$ cat config.mk
export PLATFORM = sky130hd
export DESIGN_NAME = instruction_fetch_unit_flat
export DESIGN_NICKNAME = d
export VERILOG_FILES = /design/src/rtl/instruction_fetch_unit_if.sv /design/src/rtl/instruction_fetch_unit.sv /design/src/flat_wrapper.sv
export SDC_FILE = /design/constraint.sdc
export NUM_CORES = 1
export LEC_CHECK = 0
export BUFFER_PORTS_ARGS = -buffer_cell sky130_fd_sc_hd__buf_2
export CAP_MARGIN = 20
export CORE_ASPECT_RATIO = 1.25
export CORE_MARGIN = 2
export CORE_UTILIZATION = 54
export CTS_CLUSTER_SIZE = 12
export DETAILED_ROUTE_END_ITERATION = 12
export PLACE_DENSITY = 0.77
export SLEW_MARGIN = 20
export SYNTH_ARGS = -nofsm -noshare
export SYNTH_HDL_FRONTEND = slang
export SYNTH_SLANG_ARGS = --single-unit
$ cat constraint.sdc
create_clock -name clk -period 1.95 [get_ports clk]
set_input_delay 0.0975 -clock clk [delete_from_list [all_inputs] [get_ports clk]]
set_output_delay 0.0975 -clock clk [all_outputs]
set_load 0.03 [all_outputs]
$ cat src/rtl/instruction_fetch_unit_if.sv
// ---------------------------------------------------------------------------
// instruction_fetch_unit_if
// Instruction-memory request/response bus between the fetch unit and the
// instruction memory.
//   i_readM   : read request, held high while a request is outstanding
//   i_address : word address of the outstanding request
//   i_ready   : i_data is valid for the outstanding request this cycle
//   i_data    : returned instruction word
// master = fetch unit side, slave = memory side.
// ---------------------------------------------------------------------------
interface instruction_fetch_unit_if;
    logic        i_readM;
    logic [15:0] i_address;
    logic        i_ready;
    logic [15:0] i_data;

    modport master (
        output i_readM,
        output i_address,
        input  i_ready,
        input  i_data
    );

    modport slave (
        input  i_readM,
        input  i_address,
        output i_ready,
        output i_data
    );
endinterface

$ cat src/rtl/instruction_fetch_unit.sv
// ---------------------------------------------------------------------------
// instruction_fetch_unit
// Fetches 16-bit instruction words from instruction memory and presents them
// to decode through an IF/ID register backed by a one-entry skid buffer, so a
// response that arrives while decode is stalled is never lost. Execute-stage
// redirects flush IF/ID and the skid; a redirect that lands while a request is
// still outstanding parks the unit in DISCARD until the stale word returns.
//
// Ports
//   clk, reset_n        : clock, asynchronous active-low reset
//   imem (master)       : i_readM/i_address out, i_ready/i_data in
//   stall               : decode cannot take the IF/ID entry this cycle
//   is_j_or_b_taken     : execute-stage redirect
//   pc_mux_sel          : 00 branch_target, 01 jmp_target, 1x jpr_target
//   branch/jmp/jpr_target : redirect candidates
//   if_valid/if_instr/if_pc : IF/ID entry
//
// Optional feature macro: FETCH_JMP_PREDICT_EN
//   When defined, JMP (opcode 9) and JAL (opcode 10) are followed in fetch
//   ({pc[15:12], instr[11:0]}) and execute redirects with pc_mux_sel = 01 are
//   ignored, since fetch has already gone there. When undefined, JMP/JAL are
//   fetched past sequentially and the execute redirect corrects the path.
// ---------------------------------------------------------------------------
module instruction_fetch_unit #(
    parameter logic [15:0] RESET_PC = 16'h0000
) (
    input  logic                             clk,
    input  logic                             reset_n,
    instruction_fetch_unit_if.master         imem,
    input  logic                             stall,
    input  logic                             is_j_or_b_taken,
    input  logic [1:0]                       pc_mux_sel,
    input  logic [15:0]                      branch_target,
    input  logic [15:0]                      jmp_target,
    input  logic [15:0]                      jpr_target,
    output logic                             if_valid,
    output logic [15:0]                      if_instr,
    output logic [15:0]                      if_pc
);

    typedef enum logic [1:0] {
        S_IDLE    = 2'd0,
        S_FETCH   = 2'd1,
        S_DISCARD = 2'd2
    } state_e;

    state_e      state_q, state_d;
    logic [15:0] pc_q, pc_d;
    // Address of the stale request still in flight while in DISCARD; pc_q
    // already holds the redirect target by then.
    logic [15:0] disc_addr_q, disc_addr_d;

    logic        if_valid_q, if_valid_d;
    logic [15:0] if_instr_q, if_instr_d;
    logic [15:0] if_pc_q, if_pc_d;

    logic        skid_valid_q, skid_valid_d;
    logic [15:0] skid_instr_q, skid_instr_d;
    logic [15:0] skid_pc_q, skid_pc_d;

    logic        redirect;
    logic [15:0] redirect_tgt;
    logic        accept;
    logic        take_ok;
    logic [15:0] next_seq_pc;

    // Redirect target select; 10 and 11 both pick the register-jump target.
    always_comb begin
        redirect_tgt = jpr_target;
        case (pc_mux_sel)
            2'b00:   redirect_tgt = branch_target;
            2'b01:   redirect_tgt = jmp_target;
            default: redirect_tgt = jpr_target;
        endcase
    end

`ifdef FETCH_JMP_PREDICT_EN
    // Direct jumps were already followed in fetch, so their execute-stage
    // redirect would only refetch the same path.
    assign redirect = is_j_or_b_taken && (pc_mux_sel != 2'b01);

    always_comb begin
        if ((imem.i_data[15:12] == 4'd9) || (imem.i_data[15:12] == 4'd10))
            next_seq_pc = {pc_q[15:12], imem.i_data[11:0]};
        else
            next_seq_pc = pc_q + 16'd1;
    end
`else
    assign redirect    = is_j_or_b_taken;
    assign next_seq_pc = pc_q + 16'd1;   // wraps FFFF -> 0000
`endif

    // A response only counts as a live instruction in FETCH; in DISCARD it
    // belongs to the pre-redirect path.
    assign accept  = (state_q == S_FETCH) && imem.i_ready;
    // IF/ID can take a new entry when it is empty or decode is consuming it.
    assign take_ok = !if_valid_q || !stall;

    always_comb begin
        state_d      = state_q;
        pc_d         = pc_q;
        disc_addr_d  = disc_addr_q;
        if_valid_d   = if_valid_q;
        if_instr_d   = if_instr_q;
        if_pc_d      = if_pc_q;
        skid_valid_d = skid_valid_q;
        skid_instr_d = skid_instr_q;
        skid_pc_d    = skid_pc_q;

        if (redirect) begin
            // Redirect wins over stall and over any word returned this cycle.
            pc_d         = redirect_tgt;
            if_valid_d   = 1'b0;
            skid_valid_d = 1'b0;
            case (state_q)
                S_IDLE:  state_d = S_FETCH;
                S_FETCH: begin
                    if (imem.i_ready) begin
                        state_d = S_FETCH;
                    end else begin
                        state_d     = S_DISCARD;
                        disc_addr_d = pc_q;
                    end
                end
                // Further redirects only retarget the PC; stay until the
                // stale word has drained (it may drain this very cycle).
                S_DISCARD: state_d = imem.i_ready ? S_FETCH : S_DISCARD;
                default:   state_d = S_IDLE;
            endcase
        end else begin
            // IF/ID and skid movement. The skid is older than any new word,
            // so it always moves first.
            if (take_ok) begin
                if (skid_valid_q) begin
                    if_valid_d   = 1'b1;
                    if_instr_d   = skid_instr_q;
                    if_pc_d      = skid_pc_q;
                    skid_valid_d = 1'b0;
                    if (accept) begin
                        skid_valid_d = 1'b1;
                        skid_instr_d = imem.i_data;
                        skid_pc_d    = pc_q;
                    end
                end else if (accept) begin
                    if_valid_d = 1'b1;
                    if_instr_d = imem.i_data;
                    if_pc_d    = pc_q;
                end else begin
                    if_valid_d = 1'b0;
                end
            end else if (accept) begin
                skid_valid_d = 1'b1;
                skid_instr_d = imem.i_data;
                skid_pc_d    = pc_q;
            end

            if (accept)
                pc_d = next_seq_pc;

            case (state_q)
                S_IDLE: begin
                    if (!skid_valid_q && take_ok)
                        state_d = S_FETCH;
                end
                S_FETCH: begin
                    // Keep streaming only if the updated buffers leave room.
                    if (accept)
                        state_d = (!skid_valid_d && (!if_valid_d || !stall))
                                  ? S_FETCH : S_IDLE;
                end
                S_DISCARD: begin
                    if (imem.i_ready)
                        state_d = S_FETCH;
                end
                default: state_d = S_IDLE;
            endcase
        end
    end

    always_ff @(posedge clk or negedge reset_n) begin
        if (!reset_n) begin
            state_q      <= S_IDLE;
            pc_q         <= RESET_PC;
            disc_addr_q  <= 16'h0000;
            if_valid_q   <= 1'b0;
            if_instr_q   <= 16'h0000;
            if_pc_q      <= 16'h0000;
            skid_valid_q <= 1'b0;
            skid_instr_q <= 16'h0000;
            skid_pc_q    <= 16'h0000;
        end else begin
            state_q      <= state_d;
            pc_q         <= pc_d;
            disc_addr_q  <= disc_addr_d;
            if_valid_q   <= if_valid_d;
            if_instr_q   <= if_instr_d;
            if_pc_q      <= if_pc_d;
            skid_valid_q <= skid_valid_d;
            skid_instr_q <= skid_instr_d;
            skid_pc_q    <= skid_pc_d;
        end
    end

    // Request is outstanding in FETCH and while draining in DISCARD.
    assign imem.i_readM   = (state_q != S_IDLE);
    assign imem.i_address = (state_q == S_DISCARD) ? disc_addr_q : pc_q;

    assign if_valid = if_valid_q;
    assign if_instr = if_instr_q;
    assign if_pc    = if_pc_q;

endmodule

$ cat src/flat_wrapper.sv
// flat-port wrapper written by rule: the top's interface ports become plain ports
module instruction_fetch_unit_flat 
#(
    parameter logic [15:0] RESET_PC = 16'h0000
)
  (clk, reset_n, stall, is_j_or_b_taken, pc_mux_sel, branch_target, jmp_target, jpr_target, if_valid, if_instr, if_pc, imem_i_readM, imem_i_address, imem_i_ready, imem_i_data);
  instruction_fetch_unit_if imem_i ();
  input  logic clk;
  input  logic reset_n;
  input  logic stall;
  input  logic is_j_or_b_taken;
  input  logic [1:0] pc_mux_sel;
  input  logic [15:0] branch_target;
  input  logic [15:0] jmp_target;
  input  logic [15:0] jpr_target;
  output logic if_valid;
  output logic [15:0] if_instr;
  output logic [15:0] if_pc;
  output wire logic [$bits(imem_i.i_readM)-1:0] imem_i_readM;
  output wire logic [$bits(imem_i.i_address)-1:0] imem_i_address;
  input wire logic [$bits(imem_i.i_ready)-1:0] imem_i_ready;
  input wire logic [$bits(imem_i.i_data)-1:0] imem_i_data;
  assign imem_i_readM = imem_i.i_readM;
  assign imem_i_address = imem_i.i_address;
  assign imem_i.i_ready = imem_i_ready;
  assign imem_i.i_data = imem_i_data;
  instruction_fetch_unit #(.RESET_PC(RESET_PC)) u_core (.clk(clk), .reset_n(reset_n), .imem(imem_i), .stall(stall), .is_j_or_b_taken(is_j_or_b_taken), .pc_mux_sel(pc_mux_sel), .branch_target(branch_target), .jmp_target(jmp_target), .jpr_target(jpr_target), .if_valid(if_valid), .if_instr(if_instr), .if_pc(if_pc));
endmodule
==> results_dict.tcl <==
set metrics [dict create \
    status "complete, no violations" \
    cts_tree "done" \
    timing.hold.ws_ps 7.11 \
    clk_pin_slew_ps 60 \
    post-layout-total-power_mw 8.01 \
    fillers 722 \
    synthFlopType "dfrtp_1" \
    grt_setup_unrepaired "no" \
    coreArea_mm2 0.00908 \
    placement.io_buffers 120 \
    postRouteAntennaNets 0 \
    htreeDepth 3 \
    timing.final.crit_share_pct 95.9 \
    synth.yosys.warnings 0 \
    synthCells 459 \
    post-route-util_pct 66.5 \
    grt_max_degree 65 \
    clock_power_share_pct 21.7 \
    number_of_synthesized_flops_with_an_enable_pin 0 \
    dieHeight_um 112 \
    wl_per_cell_um 14.7 \
    fmax_mhz 535 \
    grt-ovfl-total 0 \
    timing.final.max_slew_violations 0 \
    synth-seq-cells 100 \
    mappedNetlistArea_mm2 0.00502 \
    ff_latch_area_mm2 0.00250 \
    leakage_nw 2.84 \
    critical_path_peak_fanout 20 \
    gr-usage-all-layers_pct 21.0 \
    cellPowerDensity_mw_per_mm2 1330 \
    detailed_router_iteration_count_before_antenna_repair 4 \
    first_global_vias 3632 \
    max_cap_violations 0 \
    clk-insertion-delay-late_ps 340 \
    skew_ps 6.13 \
    switchingPower_mw 2.95 \
    grt_first_pass_wirelength_mm 17.2 \
    initial_core_util_pct 55.3 \
    gp_congestion 0.857 \
    drc_errors 0 \
    worst_ep_required_time_ps 1850 \
    die_area_mm2 0.0101 \
    worstMarginPinSlew_ps 539 \
    drt-initial-drc-count 135 \
    p_int_mw 5.06 \
    fin_nets 643 \
    syn_nets 535 \
    cts_root_buf "clkbuf_16" \
    route.detailed.vias_per_inst 5.27 \
    yosysUniqueCellTypes 38 \
    fp-row-count 39 \
    grt_antenna_before_repair 0 \
    multi_input_comb_area_mm2 0.00231 \
    layout-area-overhead-vs-synth_pct 20.3 \
    timing.final.hold_violations 0 \
    clkSinkCount 100 \
    critical_path_arrival_ps 1770 \
    path_class "reg2out" \
    endpoint_type_of_the_worst_setup_path "primary output" \
    power.share.combinational_pct 35.8 \
    p_sw_share_pct 36.8 \
    power.share.sequential_pct 42.5 \
    vdd_ir_max_uv 531 \
    boundaryPins 121 \
    setup_viol 0 \
    synth-seq-area-share_pct 49.9 \
    clock_tree.buffer_depth 2 \
    layout_min_cycle_time_ps 1870 \
    timing.critical_path.from_type "flip-flop" \
    num_antenna_cells 0 \
    hold_class "in2reg" \
    drt-total-wl_mm 10.2 \
    tritoncts.num_buffers 9 \
    synth_async_sr_flop_share_pct 100 \
    fp.dieW_um 90.2 \
    dr_total_vias 3660 \
    tightest_slew_margin_relative_to_the_limit_pct 64.1 \
    dp_hpwl_mm 7.30 \
    synth_area_per_cell_um2 10.9 \
    fin_setup_tns_ps 0 \
    drive_above_1_share_pct 37.4 \
]
==> metrics by stage <==
stage	cell area (um2)	setup WS, ps	instances
after floorplan	5020	159	459
after global placement	5710	147	678
after detailed placement	5710	73.9	678
after CTS	6020	32.4	695
after global routing	6040	17.4	695
final	6040	80.4	695
==> worst max-delay path: stages, from the launching register on <==
cell	delay, ps
dfrtp_1	420
inv_1	100
ha_2	210
buf_12	170
mux2_2	360
buf_2	180
==> final cells by class <==
cell class                      count  share of cell area [%]
Sequential cell                   100                    41.5
Multi-Input combinational cell    317                    38.3
Tap cell                          123                    2.55
Inverter                            8                   0.497
Clock buffer                       16                    4.99
Timing Repair Buffer              131                    12.2
==> worst paths after layout <==
path | start | end | slack [ps] | cells after the start
worst min register to register | u_core.if_pc[7] | u_core.if_pc[7] | 470 | 2
min in group asynchronous | reset_n | u_core.if_instr[14] | 270 | 2
worst max register to register | u_core.state_q[1] | u_core.skid_pc_q[2] | 110 | 6
max in group asynchronous | reset_n | u_core.disc_addr_q[10] | 1010 | 3
worst min-delay path | imem_i_data[14] | u_core.skid_instr_q[14] | 7 | 2
worst max-delay path | u_core.state_q[0] | imem_i_address[3] | 80 | 5
==> metal layers <==
metal  part of all wire [%]  global-route usage (%)  vias to the layer above
met5                      0                       0                        -
met4                    2.5                    7.79                        0
met3                    4.8                    4.67                       22
met2                     49                    34.6                      119
met1                     44                    27.4                     1707
li1                       -                       -                     1812
==> state kept, by name (all words and copies together), names as in the netlist <==
signal               flops
u_core.disc_addr_q      16
u_core.if_instr         16
u_core.if_pc            16
u_core.if_valid          1
u_core.pc_q             16
u_core.skid_instr_q     16
u_core.skid_pc_q        16
u_core.skid_valid_q      1
u_core.state_q           2
==> cells in the final DEF (no fill, tap or decap), drive strengths merged <==
| cell type | synthesis | routed |
|---|---|---|
| buf | 20 | 130 |
| dfrtp | 100 | 100 |
| nand2 | 78 | 78 |
| o21ai | 69 | 69 |
| mux2 | 58 | 58 |
| mux2i | 49 | 49 |
| clkbuf | 14 | 16 |
| xnor2 | 10 | 10 |
| inv | 8 | 8 |
| nor2 | 7 | 7 |
| nor3 | 7 | 7 |
| a21oi | 6 | 6 |
| ha | 5 | 5 |
| nand4 | 4 | 4 |
| nor4 | 4 | 4 |
| and4 | 3 | 3 |
| xor2 | 3 | 3 |
| nand3 | 3 | 3 |
| a31oi | 2 | 2 |
| o211ai | 2 | 2 |
| o31a | 2 | 2 |
| and2 | 1 | 1 |
| and2b | 1 | 1 |
| o22a | 1 | 1 |
| a32o | 1 | 1 |
| a31o | 1 | 1 |
| dlygate4sd3 | 0 | 1 |
==> Yosys cell counts (3+ instances only) <==
cell type	n	area (um2)
xnor2_1	10	87.6
nand2_1	77	289
and4_1	3	26.3
nor3_1	5	25.0
clkbuf_2	4	20.0
mux2_2	56	631
buf_2	15	75.1
nor2_1	7	26.3
inv_1	8	30.0
ha_1	5	62.6
xor2_1	3	26.3
nand4_1	3	18.8
buf_6	3	33.8
mux2i_1	49	490
o21ai_0	63	315
dfrtp_1	100	2500
nor4_2	3	37.5
o21ai_1	4	20.0
a21oi_1	6	30.0
clkbuf_1	10	37.5
==> power groups by stage <==
stage,clock (mW),sequential [mW],combinational (mW)
after global placement,0,3.37,2.76
after floorplan,0,3.90,1.50
final,1.74,3.40,2.86
after global routing,1.89,3.53,3.11
after CTS,1.78,3.41,2.88
after detailed placement,0,3.44,2.86
==> kinds of logic (layout without fill, tap and decap cells) <==
| family | Yosys count | count (layout) | synth area share, % |
|---|---|---|---|
| and+or+nand+nor | 108 | 108 | 10.4 |
| buffers and inverters | 42 | 155 | 4.21 |
| adders and majority gates | 5 | 5 | 1.25 |
| xor gates and xnor gates | 13 | 13 | 2.27 |
| DFF | 100 | 100 | 49.9 |
| muxes | 107 | 107 | 22.8 |
| AOI/OAI and AO/OA | 84 | 84 | 9.22 |
==> repair_timing <==
item | CTS | global route
gates resized for setup | 1 | 4
endpoints found under the setup margin | 4 | 45
setup buffers | 0 | 0
hold buffers | 1 | 0
endpoints found under the hold margin | 36 | 0
(Power assumes the default switching activity.)
